--- config.mk ---
export PLATFORM = sky130hd
export DESIGN_NAME = dct_da_mac
export DESIGN_NICKNAME = d
export VERILOG_FILES = /design/src/rtl/dct_da_mac.sv
export SDC_FILE = /design/constraint.sdc
export NUM_CORES = 1
export LEC_CHECK = 0
export CAP_MARGIN = 20
export CORE_UTILIZATION = 64
export DETAILED_ROUTE_END_ITERATION = 7
export DONT_BUFFER_PORTS = 1
export GPL_ROUTABILITY_DRIVEN = 0
export PLACE_DENSITY = 0.88
export SYNTH_ARGS = -nofsm -noshare
export SYNTH_HDL_FRONTEND = slang
export SYNTH_SLANG_ARGS = --single-unit
--- constraint.sdc ---
create_clock -name clk -period 3.2 [get_ports clk]
set_input_delay 0.32 -clock clk [delete_from_list [all_inputs] [get_ports clk]]
set_output_delay 0.32 -clock clk [all_outputs]
set_load 0.01 [all_outputs]
--- src/rtl/dct_da_mac.sv ---
// Bit-serial distributed-arithmetic multiply-accumulate for the DCT datapath.
// Four signed samples are walked MSB first, one bit slice per cycle. Each slice
// addresses an external coefficient ROM, and the returned word is shift-accumulated
// into y = sum_k c * x_k.
module dct_da_mac #(
   parameter int unsigned IN_W  = 9,
   parameter int unsigned ROM_W = 17,
   parameter int unsigned ACC_W = 26
) (
   input  logic                    clk,
   input  logic                    rst_n,
   input  logic                    in_valid,
   output logic                    in_ready,
   input  logic [IN_W-1:0]         x0,
   input  logic [IN_W-1:0]         x1,
   input  logic [IN_W-1:0]         x2,
   input  logic [IN_W-1:0]         x3,
   output logic                    rom_cs,
   output logic [3:0]              rom_addr,
   input  logic [ROM_W-1:0]        rom_data,
   output logic                    out_valid,
   input  logic                    out_ready,
   output logic [ACC_W-1:0]        y
);

   localparam int unsigned IDX_W = (IN_W > 1) ? $clog2(IN_W) : 1;
   localparam logic [IDX_W-1:0] IDX_TOP = IDX_W'(IN_W - 1);

   // A narrower accumulator would silently wrap on worst-case inputs.
   if (ACC_W < ROM_W + IN_W) begin : g_acc_w_check
      $error("dct_da_mac: ACC_W must be at least ROM_W + IN_W");
   end

   typedef enum logic [1:0] {StIdle, StCalc, StDone} state_e;

   state_e                 state_q, state_d;
   logic [IN_W-1:0]        x0_q, x0_d;
   logic [IN_W-1:0]        x1_q, x1_d;
   logic [IN_W-1:0]        x2_q, x2_d;
   logic [IN_W-1:0]        x3_q, x3_d;
   logic [IDX_W-1:0]       idx_q, idx_d;
   logic signed [ACC_W-1:0] acc_q, acc_d;
   logic [ACC_W-1:0]       y_q, y_d;
   logic                   in_ready_q, in_ready_d;
   logic                   out_valid_q, out_valid_d;
   logic                   rom_cs_q, rom_cs_d;

   logic signed [ACC_W-1:0] rom_ext;
   logic signed [ACC_W-1:0] acc_nxt;

   assign rom_ext = {{(ACC_W - ROM_W){rom_data[ROM_W-1]}}, rom_data};

   // ROM address is the current bit slice of the latched samples, only while computing.
   always_comb begin
      rom_addr = 4'b0000;
      if (state_q == StCalc) begin
         rom_addr = {x3_q[idx_q], x2_q[idx_q], x1_q[idx_q], x0_q[idx_q]};
      end
   end

   // Next-state logic: handshake, bit-serial accumulation and result hold.
   always_comb begin
      state_d     = state_q;
      x0_d        = x0_q;
      x1_d        = x1_q;
      x2_d        = x2_q;
      x3_d        = x3_q;
      idx_d       = idx_q;
      acc_d       = acc_q;
      y_d         = y_q;
      in_ready_d  = in_ready_q;
      out_valid_d = out_valid_q;
      rom_cs_d    = rom_cs_q;
      acc_nxt     = acc_q;

      unique case (state_q)
         StIdle: begin
            if (in_valid) begin
               x0_d       = x0;
               x1_d       = x1;
               x2_d       = x2;
               x3_d       = x3;
               idx_d      = IDX_TOP;
               acc_d      = '0;
               in_ready_d = 1'b0;
               rom_cs_d   = 1'b1;
               state_d    = StCalc;
            end
         end
         StCalc: begin
            // The MSB slice carries negative weight in two's complement.
            if (idx_q == IDX_TOP) begin
               acc_nxt = -rom_ext;
            end else begin
               acc_nxt = (acc_q <<< 1) + rom_ext;
            end
            acc_d = acc_nxt;
            idx_d = idx_q - 1'b1;
            if (idx_q == '0) begin
               y_d         = acc_nxt;
               idx_d       = IDX_TOP;
               rom_cs_d    = 1'b0;
               out_valid_d = 1'b1;
               state_d     = StDone;
            end
         end
         StDone: begin
            if (out_ready) begin
               out_valid_d = 1'b0;
               in_ready_d  = 1'b1;
               state_d     = StIdle;
            end
         end
         default: begin
            state_d     = StIdle;
            in_ready_d  = 1'b1;
            out_valid_d = 1'b0;
            rom_cs_d    = 1'b0;
         end
      endcase
   end

   // State and registered outputs; reset discards any transform in progress.
   always_ff @(posedge clk or negedge rst_n) begin
      if (!rst_n) begin
         state_q     <= StIdle;
         x0_q        <= '0;
         x1_q        <= '0;
         x2_q        <= '0;
         x3_q        <= '0;
         idx_q       <= IDX_TOP;
         acc_q       <= '0;
         y_q         <= '0;
         in_ready_q  <= 1'b1;
         out_valid_q <= 1'b0;
         rom_cs_q    <= 1'b0;
      end else begin
         state_q     <= state_d;
         x0_q        <= x0_d;
         x1_q        <= x1_d;
         x2_q        <= x2_d;
         x3_q        <= x3_d;
         idx_q       <= idx_d;
         acc_q       <= acc_d;
         y_q         <= y_d;
         in_ready_q  <= in_ready_d;
         out_valid_q <= out_valid_d;
         rom_cs_q    <= rom_cs_d;
      end
   end

   assign in_ready  = in_ready_q;
   assign out_valid = out_valid_q;
   assign rom_cs    = rom_cs_q;
   assign y         = y_q;

endmodule

==> run_results.csv <==
group,metric,value,unit
outcome,status,"completed",
setup_path,critical_path_class,"flip-flop to flip-flop",
die,std_cell_rows,33,
setup_path,cp_slowest_stage_delay,430,ps
clock_network,cts_root_buffer,"clkbuf_8",
die,die_w,96.2,microns
die,die_h,96.2,microns
die,start_util,67.7,%
timing,setup_viol,0,
setup_path,endpoint_kind,"flip-flop",
cells_and_area,final_area,5970,sq um
power_and_ir_drop,p_per_area,1110,nW/um^2
timing,rsz0062_at_grt,"no",
worst_hold_path,min_path_type,"primary input to flip-flop",
synth,synth_nets,742,
synth,yosysSeqAreaShare,42.4,%
routing,ant_nets,0,
cells_and_area,n_antenna_cell,0,
grt,grt_start_max_net_pins,97,
clock_network,cts.htree.levels,3,
placed_design,io_buffers,0,
timing,post-route-min-period,2840,ps
placed_design,dp_hpwl,9630,microns
routing,dr.pass1.iters,5,
synth,synth-edff-count,0,
setup_path,cp_max_fo,3,
clock_network,post_cts_resized,0,
clock_network,cts_sinks,96,
cells_and_area,multi_input_area,3130,sq um
routing,wl_per_cell,18.4,microns
placed_design,place_area,5740,sq um
power_and_ir_drop,ir_worst_vdd,0.547,mV
power_and_ir_drop,p_leak,2.70,nW
synth,ys_types,59,
grt,grt_pass1_wl,22300,microns
grt,antenna_found_initial,0,
setup_path,critPathArrivalTime,3110,ps
placed_design,dp.cells,737,
grt,grt_use_total,31.8,%
placed_design,post-place-ws,422,ps
cells_and_area,final_nets,729,
routing,drtIter0Drc,334,
setup_path,cp_cell_sequence,"ha_1 -> fa_1 -> a21o_1 -> a31o_2 -> a221oi_2 -> or4_1 -> o211ai_2 -> xor2_1 -> a221o_1",
synth,synth_warnings,0,
clock_network,path_clk_slew,110,ps
routing,drc,0,
routing,vias,4867,
synth,yosys_register_bits,96,
timing,hold_violations,0,
die,dieArea,9250,sq um
die,io_pins,90,
clock_network,clkLatencyLatePin,380,ps
synth,synth-main-ff-cell,"dfrtp_1",
grt,globalRouteOverflowTotal,0,
die,coreArea,8380,sq um
synth,async_flop_share,100,%
cells_and_area,fill_cells,643,
synth,avgSynthCellArea,8.63,sq um
cells_and_area,final_common_cell,"nand2_1",
setup_path,setup.worst_path.start_class,"flip-flop",
cells_and_area,final_cell_mix,"nand2_1 (170), dfrtp_1 (94), o21ai_0 (55), nor2_1 (50), a21oi_1 (47)",
cells_and_area,drive_above_1_share,7.54,%
flow_run,drv_cap,0,
timing,fin_skew,14.5,ps
cells_and_area,regArea,2400,sq um
grt,grt_pass1_vias,4640,
timing,worst_slack,359,ps
timing,fin_crit_sh,88.8,%
routing,vias_per_cell,6.45,
timing,slew_viol_final,0,
timing,maxSlewHeadroom,31.9,%
timing,fin_setup_tns,0,ps
routing,wirelength,13900,microns
synth,synth_cells,658,
setup_path,critPathSlowestCell,"fa_1",
timing,max_freq,352,MHz
clock_network,cts_tree,"built",
cells_and_area,instances_no_fill,755,
clock_network,cts_buffers,9,
synth,syn-cell-area,5680,sq um
setup_path,crit_required,3470,ps
clock_network,clk_path_buf_depth,2,
timing,worst_pin_slew,1020,ps
cells_and_area,area_growth,5.22,%
metal layers:
metal / part of all wire (%) / vias up / GRT usage, %
li1: - / 2268 / -
met5: 0 / - / 0
met2: 48 / 237 / 51.6
met1: 40 / 2302 / 39.9
met4: 3.3 / 0 / 15.5
met3: 8.7 / 60 / 7.58
power by group:
| group | total (W) | switching (W) | internal [W] |
|---|---|---|---|
| Combinational | 0.00344 | 0.00205 | 0.00140 |
| Sequential | 0.00237 | 0.000544 | 0.00183 |
| Clock | 0.000797 | 0.000489 | 0.000307 |
| Total | 0.00661 | 0.00308 | 0.00353 |
worst max-delay path: cells and delay by family (launching register included):
family                   cells  cell delay (ps)
adder cells (fa/ha/maj)      2              650
AO/OA/AOI/OAI                5             1310
flip-flops                   1              390
XOR/XNOR                     1              190
AND/OR/NAND/NOR              1              210
cell type report:
type                    instances  share of cell area (%)
multi-input cells             522                    52.3
flip-flops and latches         96                    40.3
well taps                     105                    2.20
clock buffers                   9                    2.07
repair buffers                  9                    1.51
clock inverters                 7                    1.19
inverters                       7                   0.440
sequential cells by signal, indices dropped and copies added, names as in the netlist:
register	count
out_valid	1
idx_q	4
x3_q	9
y	26
x1_q	9
state_q	2
in_ready	1
x0_q	9
x2_q	9
acc_q	25
rom_cs	1
Yosys cell counts, types with 2 or more instances:
master | instances | area share [%]
mux2i_1 | 7 | 1.2
o21ai_0 | 55 | 4.8
a21o_1 | 3 | 0.40
nor2_1 | 50 | 3.3
o31ai_1 | 5 | 0.66
xor2_1 | 13 | 2.0
a221o_1 | 5 | 0.88
dfrtp_1 | 94 | 41
ha_1 | 26 | 5.7
dfstp_2 | 2 | 0.93
clkbuf_1 | 31 | 2.0
or3_1 | 2 | 0.22
o21a_1 | 3 | 0.40
a21oi_1 | 47 | 4.1
nand2_1 | 170 | 11
o21bai_1 | 2 | 0.26
or3_4 | 2 | 0.40
nand3_1 | 22 | 1.9
and4_1 | 2 | 0.31
a31oi_1 | 4 | 0.44
o221ai_1 | 2 | 0.31
nand4_1 | 7 | 0.77
a211o_1 | 3 | 0.46
nor3_1 | 13 | 1.1
nor4b_1 | 2 | 0.31
mux2_2 | 4 | 0.79
xnor2_1 | 21 | 3.2
inv_1 | 7 | 0.46
mux4_2 | 8 | 3.2
nand2b_1 | 6 | 0.66
o211ai_1 | 3 | 0.40
o2111ai_1 | 2 | 0.31
nor2b_1 | 5 | 0.55
and3_1 | 2 | 0.22
a211oi_1 | 4 | 0.53
cells by family (layout without fill, tap and decap cells):
logic type / after synthesis / count (layout) / share of synthesized area, %
and+or+nand+nor: 294 / 294 / 22.7
AOI/OAI and AO/OA: 148 / 148 / 15.8
DFF: 96 / 96 / 42.4
buffers and inverters: 40 / 32 / 2.67
xor gates and xnor gates: 34 / 34 / 5.25
adders and majority gates: 27 / 27 / 6.08
muxes: 19 / 19 / 5.20
final timing paths:
path | slack [ps] | start | cells past startpoint | end
hold / removal | 40 | x3[6] | 2 | x3_q[6]
hold reg to reg | 480 | x0_q[7] | 2 | x0_q[7]
setup / recovery | 360 | acc_q[0] | 9 | acc_q[21]
setup reg to reg | 360 | acc_q[0] | 9 | acc_q[21]
max in group asynchronous | 2300 | rst_n | 2 | idx_q[3]
min in group asynchronous | 520 | rst_n | 2 | y[17]
metrics by stage:
step	util (%)	total power, W	hold slack [ps]
after floorplan	-	0.00490	24.4
after global placement	68.5	0.00552	26.7
after detailed placement	68.5	0.00571	26.6
after CTS	71.3	0.00656	33.5
after global routing	71.3	0.00714	33.3
final	71.3	0.00661	41.3
repair_timing:
| action | CTS | global route |
|---|---|---|
| endpoints found under the hold margin | 96 | 0 |
| hold buffers | 2 | 0 |
| setup buffers | 0 | 0 |
(Power assumes the default switching activity.)
